--- src/rtl/mem_wait_ctrl_pkg.sv ---
// Shared FSM encoding, read-wait default and counter sizing helpers for mem_wait_ctrl.
package mem_wait_ctrl_pkg;

    localparam int READ_WAIT_DEF = 3;

    localparam logic [1:0] ST_IDLE  = 2'd0;
    localparam logic [1:0] ST_RWAIT = 2'd1;
    localparam logic [1:0] ST_WRITE = 2'd2;
    localparam logic [1:0] ST_DRAIN = 2'd3;

    typedef enum logic [1:0] {
        IDLE  = ST_IDLE,
        RWAIT = ST_RWAIT,
        WRITE = ST_WRITE,
        DRAIN = ST_DRAIN
    } state_e;

    // A zero wait still needs one cycle for the memory to present data.
    function automatic int eff_wait(input int rw);
        return (rw < 1) ? 1 : rw;
    endfunction

    function automatic int cnt_width(input int rw);
        return (rw < 1) ? 1 : $clog2(rw + 1);
    endfunction

endpackage

--- src/rtl/mem_wait_cnt.sv ---
// Down-counter for the RWAIT phase: load, decrement, saturate at zero.
module mem_wait_cnt #(
    parameter int CNT_W = 2
) (
    input  logic             clk,
    input  logic             reset,
    input  logic             load,
    input  logic [CNT_W-1:0] load_val,
    input  logic             dec,
    output logic             zero
);

    logic [CNT_W-1:0] cnt;

    always_ff @(posedge clk or negedge reset) begin
        if (!reset) begin
            cnt <= '0;
        end else if (load) begin
            cnt <= load_val;
        end else if (dec && (cnt != '0)) begin
            cnt <= cnt - CNT_W'(1);
        end
    end

    assign zero = (cnt == '0);

endmodule

--- src/rtl/mem_wait_ctrl.sv ---
// Wait-state memory controller: one outstanding CPU access, fixed read wait.
// Optional posted-write buffer enabled by defining MEM_WAIT_CTRL_WBUF_EN.
module mem_wait_ctrl
    import mem_wait_ctrl_pkg::*;
#(
    parameter int READ_WAIT = READ_WAIT_DEF,
    parameter int ADDR_W    = 32
) (
    input  logic              clk,
    input  logic              reset,
    input  logic              cpu_req,
    input  logic              cpu_we,
    input  logic [ADDR_W-1:0] cpu_addr,
    input  logic [31:0]       cpu_wdata,
    output logic              cpu_ready,
    output logic [31:0]       cpu_rdata,
    output logic              cpu_rvalid,
    output logic              mem_read,
    output logic              mem_write,
    output logic [ADDR_W-1:0] mem_address,
    output logic [31:0]       mem_write_data,
    input  logic [31:0]       mem_read_data
);

    localparam int               RW_EFF   = eff_wait(READ_WAIT);
    localparam int               CNT_W    = cnt_width(READ_WAIT);
    localparam logic [CNT_W-1:0] LOAD_VAL = CNT_W'(RW_EFF - 1);

    state_e state;
    logic   ready_en;
    logic   accept;
    logic   cnt_zero;

    function automatic logic [ADDR_W-1:0] align_word(input logic [ADDR_W-1:0] a);
        return a & ~{{(ADDR_W-2){1'b0}}, 2'b11};
    endfunction

    // ready_en keeps cpu_ready low until the first edge after reset release.
    assign cpu_ready = ready_en && (state == IDLE);
    assign accept    = cpu_req && cpu_ready;
    assign mem_read  = (state == RWAIT);

    mem_wait_cnt #(
        .CNT_W (CNT_W)
    ) u_cnt (
        .clk      (clk),
        .reset    (reset),
        .load     (accept && !cpu_we),
        .load_val (LOAD_VAL),
        .dec      ((state == RWAIT) && !cnt_zero),
        .zero     (cnt_zero)
    );

`ifdef MEM_WAIT_CTRL_WBUF_EN
    logic wbuf_vld;

    assign mem_write = (state == DRAIN) && wbuf_vld;

    always_ff @(posedge clk or negedge reset) begin
        if (!reset) begin
            wbuf_vld <= 1'b0;
        end else if (accept && cpu_we) begin
            wbuf_vld <= 1'b1;
        end else if (state == DRAIN) begin
            wbuf_vld <= 1'b0;
        end
    end
`else
    assign mem_write = (state == WRITE);
`endif

    always_ff @(posedge clk or negedge reset) begin
        if (!reset) begin
            state          <= IDLE;
            ready_en       <= 1'b0;
            cpu_rvalid     <= 1'b0;
            cpu_rdata      <= '0;
            mem_address    <= '0;
            mem_write_data <= '0;
        end else begin
            ready_en   <= 1'b1;
            cpu_rvalid <= 1'b0;
            case (state)
                IDLE: begin
                    if (accept) begin
                        mem_address <= align_word(cpu_addr);
                        if (cpu_we) begin
                            mem_write_data <= cpu_wdata;
`ifdef MEM_WAIT_CTRL_WBUF_EN
                            state          <= DRAIN;
`else
                            state          <= WRITE;
`endif
                        end else begin
                            state <= RWAIT;
                        end
                    end
                end
                // Data has settled by the last wait edge; capture and release.
                RWAIT: begin
                    if (cnt_zero) begin
                        cpu_rdata  <= mem_read_data;
                        cpu_rvalid <= 1'b1;
                        state      <= IDLE;
                    end
                end
                WRITE, DRAIN: begin
                    state <= IDLE;
                end
                default: begin
                    state <= IDLE;
                end
            endcase
        end
    end

endmodule

--- config.mk ---
export PLATFORM = sky130hd
export DESIGN_NAME = mem_wait_ctrl
export DESIGN_NICKNAME = d
export VERILOG_FILES = /design/src/rtl/mem_wait_ctrl_pkg.sv /design/src/rtl/mem_wait_cnt.sv /design/src/rtl/mem_wait_ctrl.sv
export SDC_FILE = /design/constraint.sdc
export NUM_CORES = 1
export LEC_CHECK = 0
export BUFFER_PORTS_ARGS = -buffer_cell sky130_fd_sc_hd__buf_2
export CAP_MARGIN = 20
export CORE_ASPECT_RATIO = 0.75
export CORE_MARGIN = 5
export CORE_UTILIZATION = 49
export CTS_CLUSTER_SIZE = 8
export DETAILED_ROUTE_END_ITERATION = 8
export PLACE_DENSITY_LB_ADDON = 0.3
export SETUP_SLACK_MARGIN = 0.5
export SLEW_MARGIN = 5
export SYNTH_ARGS = -nofsm -noshare
export SYNTH_HDL_FRONTEND = slang
export SYNTH_SLANG_ARGS = --single-unit
--- constraint.sdc ---
create_clock -name clk -period 3.5 [get_ports clk]
set_input_delay 0.35 -clock clk [delete_from_list [all_inputs] [get_ports clk]]
set_output_delay 0.35 -clock clk [all_outputs]
set_load 0.01 [all_outputs]
# == Word level (Yosys, flattened, before mapping) ==
# Cells that the tools add are included.
# Widths: inputs -> output; s select.
# word_totals
ff_bits,100
latch_bits,0
mem_bits_rw,0
romBits,0
in_bits,100
output_inout_bits,100
wordCells,37
n_memories,0
# op_classes
n_addsub,1
mul,0
div_mod_pow,0
n_lt_le_gt_ge,0
eq_ne,5
n_shift,0
n_mux,8
bitwise,0
n_reduce_logical,16
# op_table
operator,n
$mux 2,5
$pmux 2 s3,1
$reduce_and 2->1,3
$logic_and 1x1->1,5
$eq 2x2->1 const B,2
$logic_not 2->1,2
$reduce_bool 2->1,2
$reduce_and 3->1,1
$eq 2x1->1 const B,1
$logic_not 1->1,2
$mux 1,2
$ne 2x1->1 const B,1
$ne 2x2->1 const B,1
$reduce_or 2->1,1
$sub 2x1->2 const B,1

# == Depth between registers and ports, before layout ==
# Gate-level depths: netlist of the first run.
# depth
depth_word,6
mapped_depth,5
mapped_depth_nobuf,5

# == Cells and area by module ==
# Synthesis of the first run repeated with hierarchy kept, for this count alone.
# unflattened
cells_unflattened,230
hier_area_um2,3916.3
# by_module_without_submodules
module,instances,cells_per_inst,area_each_um2,seq_area_each_um2
mem_wait_ctrl,1,217,3783.6,2452.4
mem_wait_cnt,1,13,132.6,50.0

# == Least setup slack after synthesis of the first run ==
# Ideal clock, no wire load.
# synth_path
path_kind,reg-to-reg
startpoint,register u_cnt.cnt[0]
endpoint,register u_cnt.cnt[1]
setup_ps,124
arrival_time_ps,1316
t_required_ps,3376
setup_slack_ps,2060
path_stages_with_launch,5
n_path_buf,0
synth_period_minus_slack_ps,1440
cell_sequence,dfrtp_1 > inv_1 > ha_1 > or3b_2 > a211o_1
# synth_via
elab_chain_len,5
word_cells_on_any_way,9
cone_classes,add/sub (1); mux (2); reduce/logical (6)
# synth_rtl
element,line,text
"start, declared",mem_wait_cnt.sv:13,logic [CNT_W-1:0] cnt;
"start signal, assigned",mem_wait_cnt.sv:19,cnt <= load_val;
"start signal, assigned",mem_wait_cnt.sv:21,cnt <= cnt - CNT_W'(1);
branches (longest 5 deep; another with $sub 2x1->2),-,
# Parallel ways; which one is timed is not known. The select of a mux whose other input is x is not followed.
# A chain may end at the register's enable or synchronous reset.

# == Worst setup path in the final report of the first run ==
# layout_path
startpoint,register state[0]
endpoint,register mem_write_data[24]
# layout_via
elab_chain_len,4
# layout_rtl
element,line,text
"start, declared",mem_wait_ctrl.sv:29,state_e state;
"start signal, assigned",mem_wait_ctrl.sv:74,state <= IDLE;
"start signal, assigned",mem_wait_ctrl.sv:92,state <= WRITE;
"start signal, assigned",mem_wait_ctrl.sv:95,state <= RWAIT;
$logic_not 2->1 *,"mem_wait_ctrl.sv:39, mem_wait_ctrl.sv:83",
$logic_and 1x1->1,mem_wait_ctrl.sv:39,assign cpu_ready = ready_en && (state == IDLE);
$logic_and 1x1->1,mem_wait_ctrl.sv:40,assign accept = cpu_req && cpu_ready;
$reduce_and 3->1 (no line) *,-,
"end signal, assigned",mem_wait_ctrl.sv:88,mem_write_data <= cpu_wdata;
"end, declared",mem_wait_ctrl.sv:21,"output logic [31:0] mem_write_data,"
# Every way passes the cells marked *; elsewhere a longest branch is shown, timed or not.

==> load_flow_metrics.sql, run 1 <==
INSERT INTO impl_metrics (metric_group, metric, value, unit) VALUES
('outcome', 'outcome', 'finished, final reports clean', ''),
('cells_and_area', 'n_antenna_cell', '0', ''),
('cts', 'postCtsSetupRepairBufs', '0', ''),
('cts', 'clkLatencyLatePin', '350', 'ps'),
('die', 'fp.coreArea', '7810', 'sq um'),
('setup_path', 'ff2ff_path_depth', '3', ''),
('synthesis', 'post-synth-top-area-fraction', '64.2', '%'),
('power_and_ir_drop', 'ir_worst_vdd', '0.000409', 'V'),
('route', 'dr.max_layer_used', 'met4', ''),
('synthesis', 'netlist_area', '3900', 'sq um'),
('die', 'placementRows', '28', ''),
('synthesis', 'ys_types', '22', ''),
('cells_and_area', 'drive_gt1_share', '57.3', '%'),
('synthesis', 'synth.largest_area_cell', 'sky130_fd_sc_hd__dfrtp_1', ''),
('cts', 'post_cts.resized_instances', '0', ''),
('synthesis', 'yosys_warnings', '0', ''),
('setup_path', 'worstPathMaxFanout', '33', ''),
('timing', 'slew_headroom', '30.6', '%'),
('die', 'floorplan.die.height', '87.2', 'um'),
('route', 'wl_per_cell', '14.8', 'um'),
('timing', 'worst_slew_pin_slew', '1040', 'ps'),
('global_routing', 'largest_net_degree_at_the_start_of_global_routing', '54', ''),
('cts', 'clk_transition_reported_paths', '90', 'ps'),
('min_path', 'hp-class', 'input pin to asynchronous set/reset pin', ''),
('timing', 'setup_viol', '0', ''),
('synthesis', 'postSynthRegisterBits', '100', ''),
('global_routing', 'grt_pass1_vias', '2863', ''),
('route', 'via_density_per_instance', '4.63', ''),
('cts', 'clock_path_buffers', '2', ''),
('placed_design', 'post-place-cells', '581', ''),
('die', 'die_width', '113', 'um'),
('timing', 'fin_crit_sh', '57.1', '%'),
('setup_path', 'worstReg2RegStart', 'state[0]', ''),
('timing', 'final-max-slew-violation-count', '0', ''),
('timing', 'worst_hold_slack', '29.2', 'ps'),
('synthesis', 'yosys-top-cells-area', 'sky130_fd_sc_hd__dfrtp_1, sky130_fd_sc_hd__mux2_4, sky130_fd_sc_hd__mux2_2', ''),
('power_and_ir_drop', 'power_per_cell_area', '842', 'nW/um^2'),
('global_routing', 'global_route.overflow_total', '0', ''),
('power_and_ir_drop', 'total_leakage_power', '2.85', 'nW'),
('route', 'routed_length_on_met2', '4180', 'um'),
('setup_path', 'crit_path_end_kind', 'flip-flop', ''),
('cts', 'hold_fix_buffer_count_after_cts', '0', ''),
('cells_and_area', 'area_delta_synth_final', '31.4', '%'),
('placed_design', 'post-dp-hpwl', '6760', 'um'),
('cts', 'cts_tree', 'built', ''),
('power_and_ir_drop', 'p_total', '0.00431', 'W'),
('global_routing', 'grt_first_pass_wirelength', '14300', 'um'),
('timing', 'fmaxAchievable', '0.501', 'GHz'),
('cells_and_area', 'finish.net_count', '588', ''),
('cts', 'numCtsBuffers', '9', ''),
('route', 'routedLengthMet1', '3600', 'um'),
('timing', 'hold_viol_final', '0', ''),
('route', 'drtAntennaViolNets', '0', ''),
('setup_path', 'crit-reg2reg-capture', 'mem_write_data[24]', ''),
('die', 'initial_utilization', '49.9', '%'),
('route', 'remaining_drcs', '0', ''),
('setup_path', 'crit_type', 'flip-flop to flip-flop', ''),
('cts', 'htree_levels', '3', ''),
('setup_path', 'startpoint_type', 'flip-flop', ''),
('synthesis', 'yosysSeqAreaShare', '64.2', '%'),
('synthesis', 'syn-mean-instance-area', '13.5', 'sq um'),
('route', 'route.vias.total', '2765', ''),
('flow_run', 'max-cap-violations', '0', ''),
('setup_path', 'ff2ff_setup_slack', '1500', 'ps'),
('setup_path', 'critPathLaunch', 'state[0]', ''),
('cts', 'numClockSinks', '100', ''),
('setup_path', 'timing.critical_path.to', 'mem_write_data[24]', ''),
('timing', 'finalWorstPathRequiredPeriod', '2000', 'ps'),
('timing', 'worst_clock_skew', '9.98', 'ps'),
('timing', 'final.setup.tns', '0', 'ps'),
('global_routing', 'global_route.usage.total', '18.3', '%');
## worst min-delay path by stage
stage,start,end,slack [ps],depth (start not counted)
6_report,reset,mem_address[23],30,1
2_1_floorplan,reset,cpu_rdata[0],50,0
3_5_place_dp,reset,mem_address[23],430,1
3_3_place_gp,reset,mem_address[23],420,1
4_1_cts,reset,mem_address[21],30,1
5_1_grt,reset,mem_address[23],70,1
## final cells by class
class,count,area [sq um],share of cell area [%]
sequential,100,2500,48.9
multi-input combinational,172,1290,25.2
timing repair buffer,200,1020,19.8
tap,105,131,2.57
clock buffer,10,128,2.49
clock inverter,6,38.8,0.758
inverter,4,15.0,0.293
## sequential cells by signal (all words and copies together) (netlist names)
register        cells
cpu_rdata          32
cpu_rvalid          1
mem_address        30
mem_write_data     32
ready_en            1
state               2
u_cnt.cnt           2
## layer usage
metal / vias up / GRT usage, %
met5: - / 0
met4: 0 / 5.79
met3: 14 / 7.08
met2: 138 / 29.4
met1: 1285 / 23.3
li1: 1328 / -
## critical path: stages (launching register included)
cell                       delay (ps)
sky130_fd_sc_hd__dfrtp_1          420
sky130_fd_sc_hd__and4bb_2         270
sky130_fd_sc_hd__nand2_2          750
sky130_fd_sc_hd__mux2_2           420
## cells in the mapped netlist, drive strengths merged
cell and count:
inv 4, mux2 64, and2b 1, nand2 92, clkbuf 5, buf 9
nor3b 1, nand4bb 1, nor2b 1, o21ai 1, a211o 1, nor2 3
and4bb 1, or3b 1, dfrtp 100, conb 2, ha 1, xnor2 1
## placed cells by master, fill, tap and decap left out, types with 2 or more instances in the layout
master,count
sky130_fd_sc_hd__conb_1,3
sky130_fd_sc_hd__dfrtp_1,100
sky130_fd_sc_hd__nand2_1,91
sky130_fd_sc_hd__inv_1,4
sky130_fd_sc_hd__clkinv_2,3
sky130_fd_sc_hd__buf_2,194
sky130_fd_sc_hd__clkinvlp_4,2
sky130_fd_sc_hd__nor2_1,3
sky130_fd_sc_hd__mux2_2,35
sky130_fd_sc_hd__mux2_4,29
sky130_fd_sc_hd__buf_4,6
sky130_fd_sc_hd__clkbuf_8,9
## per-stage QoR
stage          area (sq um)  setup slack (ps)
6_report               5120              1500
5_1_grt                5120              1380
4_1_cts                5120              1460
3_5_place_dp           4950              1460
3_3_place_gp           4950              1500
2_1_floorplan          3900              2060
## where the power goes
part           total (W)  switching [W]  internal [W]
registers        0.00197       0.000279       0.00169
logic            0.00171       0.000810      0.000900
clock network   0.000630       0.000373      0.000258
## cells by family (layout without fill, tap and decap cells)
group | Yosys count | after routing | share of synthesized area (%)
xor+xnor | 1 | 1 | 0.225
flops | 100 | 100 | 64.2
other cells | 2 | 3 | 0.193
fa+ha+maj | 1 | 1 | 0.321
simple gates | 101 | 101 | 10.6
buf+inv | 18 | 220 | 2.79
compound gates | 2 | 2 | 0.353
mux | 64 | 64 | 21.3
(Power assumes the default switching activity.)
==> run 2, diff against run 1 <==
--- a/config.mk
+++ b/config.mk
@@ -5,11 +5,12 @@
 export SDC_FILE = /design/constraint.sdc
 export NUM_CORES = 1
 export LEC_CHECK = 0
+export ABC_AREA = 1
 export BUFFER_PORTS_ARGS = -buffer_cell sky130_fd_sc_hd__buf_2
 export CAP_MARGIN = 20
 export CORE_ASPECT_RATIO = 0.75
 export CORE_MARGIN = 5
-export CORE_UTILIZATION = 49
+export CORE_UTILIZATION = 41
 export CTS_CLUSTER_SIZE = 8
 export DETAILED_ROUTE_END_ITERATION = 8
 export PLACE_DENSITY_LB_ADDON = 0.3
==> constraint.sdc (replaced) <==
create_clock -name clk -period 1.7 [get_ports clk]
set_input_delay 0.17 -clock clk [delete_from_list [all_inputs] [get_ports clk]]
set_output_delay 0.17 -clock clk [all_outputs]
set_load 0.01 [all_outputs]
==> run 2 against run 1 <==
Total power rose by 130%. Combinational power rose by 120%. Highest routed layer unchanged. Flip-flop and latch count did not move. Worst setup slack got worse by 1100 ps. Via count rose by 23%. Hold slack barely moved. Clock skew fell by 5.4 ps. Die area rose by 18%. Sequential share of layout area fell by 4.0 points. Global-route usage fell by 0.36 points. Non-clock buffer count rose by 11. Core utilization fell by 4.5 points.
==> load_flow_metrics.sql, run 2 <==
INSERT INTO impl_metrics (metric_group, metric, value, unit) VALUES
('timing', 'fin_crit_sh', '78.6', '%'),
('cells_and_area', 'final_cell_mix', 'sky130_fd_sc_hd__nand2_1, sky130_fd_sc_hd__buf_2, sky130_fd_sc_hd__dfrtp_1', ''),
('setup_path', 'cp_top_family', 'flip-flops', ''),
('setup_path', 'crit_path_end_kind', 'output pin', ''),
('power_and_ir_drop', 'power_frac_comb', '38.0', '%'),
('cts', 'clkLatencyLatePin', '330', 'ps'),
('synthesis', 'ys_types', '21', ''),
('synthesis', 'synth_flop_cell', 'sky130_fd_sc_hd__dfrtp_1', ''),
('timing', 'slew_headroom', '63.7', '%'),
('setup_path', 'arrival', '1170', 'ps'),
('synthesis', 'syn-mean-instance-area', '9.05', 'sq um'),
('synthesis', 'post-synth-top-area-fraction', '64.2', '%'),
('synthesis', 'yosys_warnings', '0', ''),
('placed_design', 'port-buffer-count', '195', ''),
('cells_and_area', 'n_antenna_cell', '0', ''),
('power_and_ir_drop', 'swShare', '36.3', '%'),
('global_routing', 'largest_net_degree_at_the_start_of_global_routing', '101', ''),
('timing', 'setup_viol', '0', ''),
('min_path', 'hp-class', 'input pin to flip-flop', ''),
('route', 'wl_per_cell', '13.9', 'um'),
('placed_design', 'pre_cts_ws', '272', 'ps'),
('global_routing', 'gr-usage-met2', '29.0', '%'),
('global_routing', 'global_route.usage.total', '18.0', '%'),
('timing', 'rsz0062_at_grt', 'true', ''),
('synthesis', 'yosys-top-cells-area', 'sky130_fd_sc_hd__dfrtp_1, sky130_fd_sc_hd__nand2_1, sky130_fd_sc_hd__o21ai_0', ''),
('timing', 'finalWorstPathRequiredPeriod', '1340', 'ps'),
('route', 'drt-initial-drc-count', '190', ''),
('global_routing', 'grt_first_pass_wirelength', '16200', 'um'),
('synthesis', 'netlist_instances', '431', ''),
('route', 'wl', '10700', 'um'),
('synthesis', 'netlist_area', '3900', 'sq um'),
('flow_run', 'max-cap-violations', '0', ''),
('global_routing', 'antenna_found_initial', '0', ''),
('cts', 'clock_path_buffers', '2', ''),
('placed_design', 'post-dp-hpwl', '7010', 'um'),
('setup_path', 'cp_cell_sequence', 'buf_4 > nor2_4 > buf_6', ''),
('route', 'via_density_per_instance', '4.43', ''),
('cells_and_area', 'fin_area', '5590', 'sq um'),
('placed_design', 'gp_routability_congestion', '0.777', ''),
('power_and_ir_drop', 'p_total', '0.00984', 'W'),
('setup_path', 'crit_path_top_delay_cell', 'sky130_fd_sc_hd__dfrtp_2', ''),
('cts', 'cts_root_buf', 'sky130_fd_sc_hd__clkbuf_16', ''),
('die', 'fp.coreArea', '9160', 'sq um'),
('route', 'route.vias.total', '3414', ''),
('timing', 'worst_slew_pin_slew', '545', 'ps'),
('die', 'fp.dieArea', '11600', 'sq um'),
('synthesis', 'most_common_cell_in_the_netlist', 'sky130_fd_sc_hd__nand2_1', ''),
('power_and_ir_drop', 'power.net_switching', '0.00357', 'W'),
('setup_path', 'critPathRequiredTime', '1530', 'ps'),
('global_routing', 'grt.met1_usage', '22.3', '%'),
('synthesis', 'ys_async_sr_fraction', '100', '%'),
('cells_and_area', 'drive_gt1_share', '39.7', '%'),
('power_and_ir_drop', 'power.share.clock', '20.1', '%'),
('timing', 'fmaxAchievable', '0.749', 'GHz'),
('route', 'remaining_drcs', '0', ''),
('cts', 'numCtsBuffers', '9', ''),
('die', 'placementRows', '30', ''),
('setup_path', 'cpPeakStageDelay', '440', 'ps'),
('synthesis', 'postSynthRegisterBits', '100', ''),
('die', 'initial_utilization', '42.6', '%'),
('timing', 'final.setup.tns', '0', 'ps'),
('timing', 'layout_setup_ws', '364', 'ps'),
('synthesis', 'synth.largest_area_cell', 'sky130_fd_sc_hd__dfrtp_1', ''),
('timing', 'final-max-slew-violation-count', '0', ''),
('setup_path', 'worstPathMaxFanout', '4', ''),
('cells_and_area', 'final_common_cell', 'sky130_fd_sc_hd__nand2_1', ''),
('setup_path', 'worst-path-buf-inv', '2', ''),
('power_and_ir_drop', 'seq_power_share', '41.8', '%'),
('die', 'floorplan.die.height', '94.5', 'um'),
('global_routing', 'gr-usage-met3', '7.96', '%'),
('timing', 'hold_viol_final', '0', ''),
('power_and_ir_drop', 'ir_worst_vdd', '0.00107', 'V'),
('outcome', 'outcome', 'finished, final reports clean', ''),
('cells_and_area', 'layout_top_registers', 'cpu_rdata x32, mem_write_data x32, mem_address x30', ''),
('power_and_ir_drop', 'total_leakage_power', '3.28', 'nW'),
('cts', 'clk_transition_reported_paths', '70', 'ps'),
('global_routing', 'global_route.overflow_total', '0', ''),
('timing', 'worst_clock_skew', '4.57', 'ps'),
('timing', 'worst_hold_slack', '29.4', 'ps'),
('route', 'drt_pre_antenna_iters', '4', ''),
('power_and_ir_drop', 'internal-power', '0.00627', 'W'),
('die', 'ioPinCount', '200', ''),
('synthesis', 'synth.cells.most_frequent', 'sky130_fd_sc_hd__nand2_1, sky130_fd_sc_hd__dfrtp_1, sky130_fd_sc_hd__inv_1', ''),
('synthesis', 'yosysSeqAreaShare', '64.2', '%'),
('cts', 'htree_levels', '3', ''),
('route', 'drtAntennaViolNets', '0', ''),
('synthesis', 'synth-edff-count', '0', ''),
('global_routing', 'grt_pass1_vias', '3289', ''),
('global_routing', 'globalRoute.busiestLayer', 'met2', ''),
('setup_path', 'crit_type', 'flip-flop to output pin', ''),
('setup_path', 'startpoint_type', 'flip-flop', ''),
('cts', 'numClockSinks', '100', ''),
('placed_design', 'place_area', '4960', 'sq um'),
('cts', 'cts_tree', 'built', ''),
('cells_and_area', 'finish.net_count', '738', ''),
('die', 'die_width', '123', 'um'),
('power_and_ir_drop', 'power_per_cell_area', '1760', 'nW/um^2'),
('cells_and_area', 'area_delta_synth_final', '43.4', '%');
==> run 2: cell type report <==
class	count	area, sq um
Fill cell	822	3570
Sequential cell	100	2510
Multi-Input combinational cell	277	1250
Timing Repair Buffer	211	1230
Clock buffer	12	236
Tap cell	128	160
Inverter	38	150
Clock inverter	4	50.0
==> run 2: metal layers <==
metal | wire, um | part of all wire, %
met1 | 4480 | 42
met2 | 4920 | 46
met3 | 1190 | 11
met4 | 107 | 1.0
met5 | 0 | 0
==> run 2: cell families after synthesis <==
logic type / count (synthesis) / share of synthesized area, %
compound gates: 30 / 3.85
flops: 100 / 64.2
fa+ha+maj: 1 / 0.321
other cells: 2 / 0.193
simple gates: 240 / 24.6
buf+inv: 58 / 6.87
==> run 2: final timing paths <==
kind / start / end / slack, ps / cells past startpoint
min in group asynchronous: reset / mem_address[12] / 430 / 3
max: state[1] / mem_read / 360 / 3
min reg2reg: mem_write_data[18] / mem_write_data[18] / 470 / 2
max reg2reg: state[1] / mem_write_data[22] / 400 / 7
max in group asynchronous: reset / state[0] / 800 / 3
min: cpu_wdata[11] / mem_write_data[11] / 30 / 3
==> run 2: power by group through the flow <==
stage          clock [W]  sequential [W]  combinational (W)
3_5_place_dp           0         0.00408            0.00345
4_1_cts          0.00204         0.00408            0.00364
6_report         0.00198         0.00412            0.00374
5_1_grt          0.00215         0.00426            0.00418
2_1_floorplan          0         0.00462            0.00127
3_3_place_gp           0         0.00405            0.00334
==> run 2: worst min-delay path, stage by stage <==
cell	delay [ps]
sky130_fd_sc_hd__buf_2	70
sky130_fd_sc_hd__nand2_1	40
sky130_fd_sc_hd__nand2_1	40
==> run 2: what timing repair did <==
action | CTS | global route
setup endpoints to repair | 99 | 98
gates resized for setup | 30 | 27
pin swaps | 12 | 3
hold buffers | 1 | 0
cloned | 4 | 3
buffers inserted | 4 | 3
endpoints found under the hold margin | 100 | 0
==> run 2: metrics by stage <==
stage	util [%]	std cells
after global placement	54.1	739
final	61.0	770
after floorplan	-	432
after global routing	61.0	770
after detailed placement	54.1	739
after CTS	59.5	764
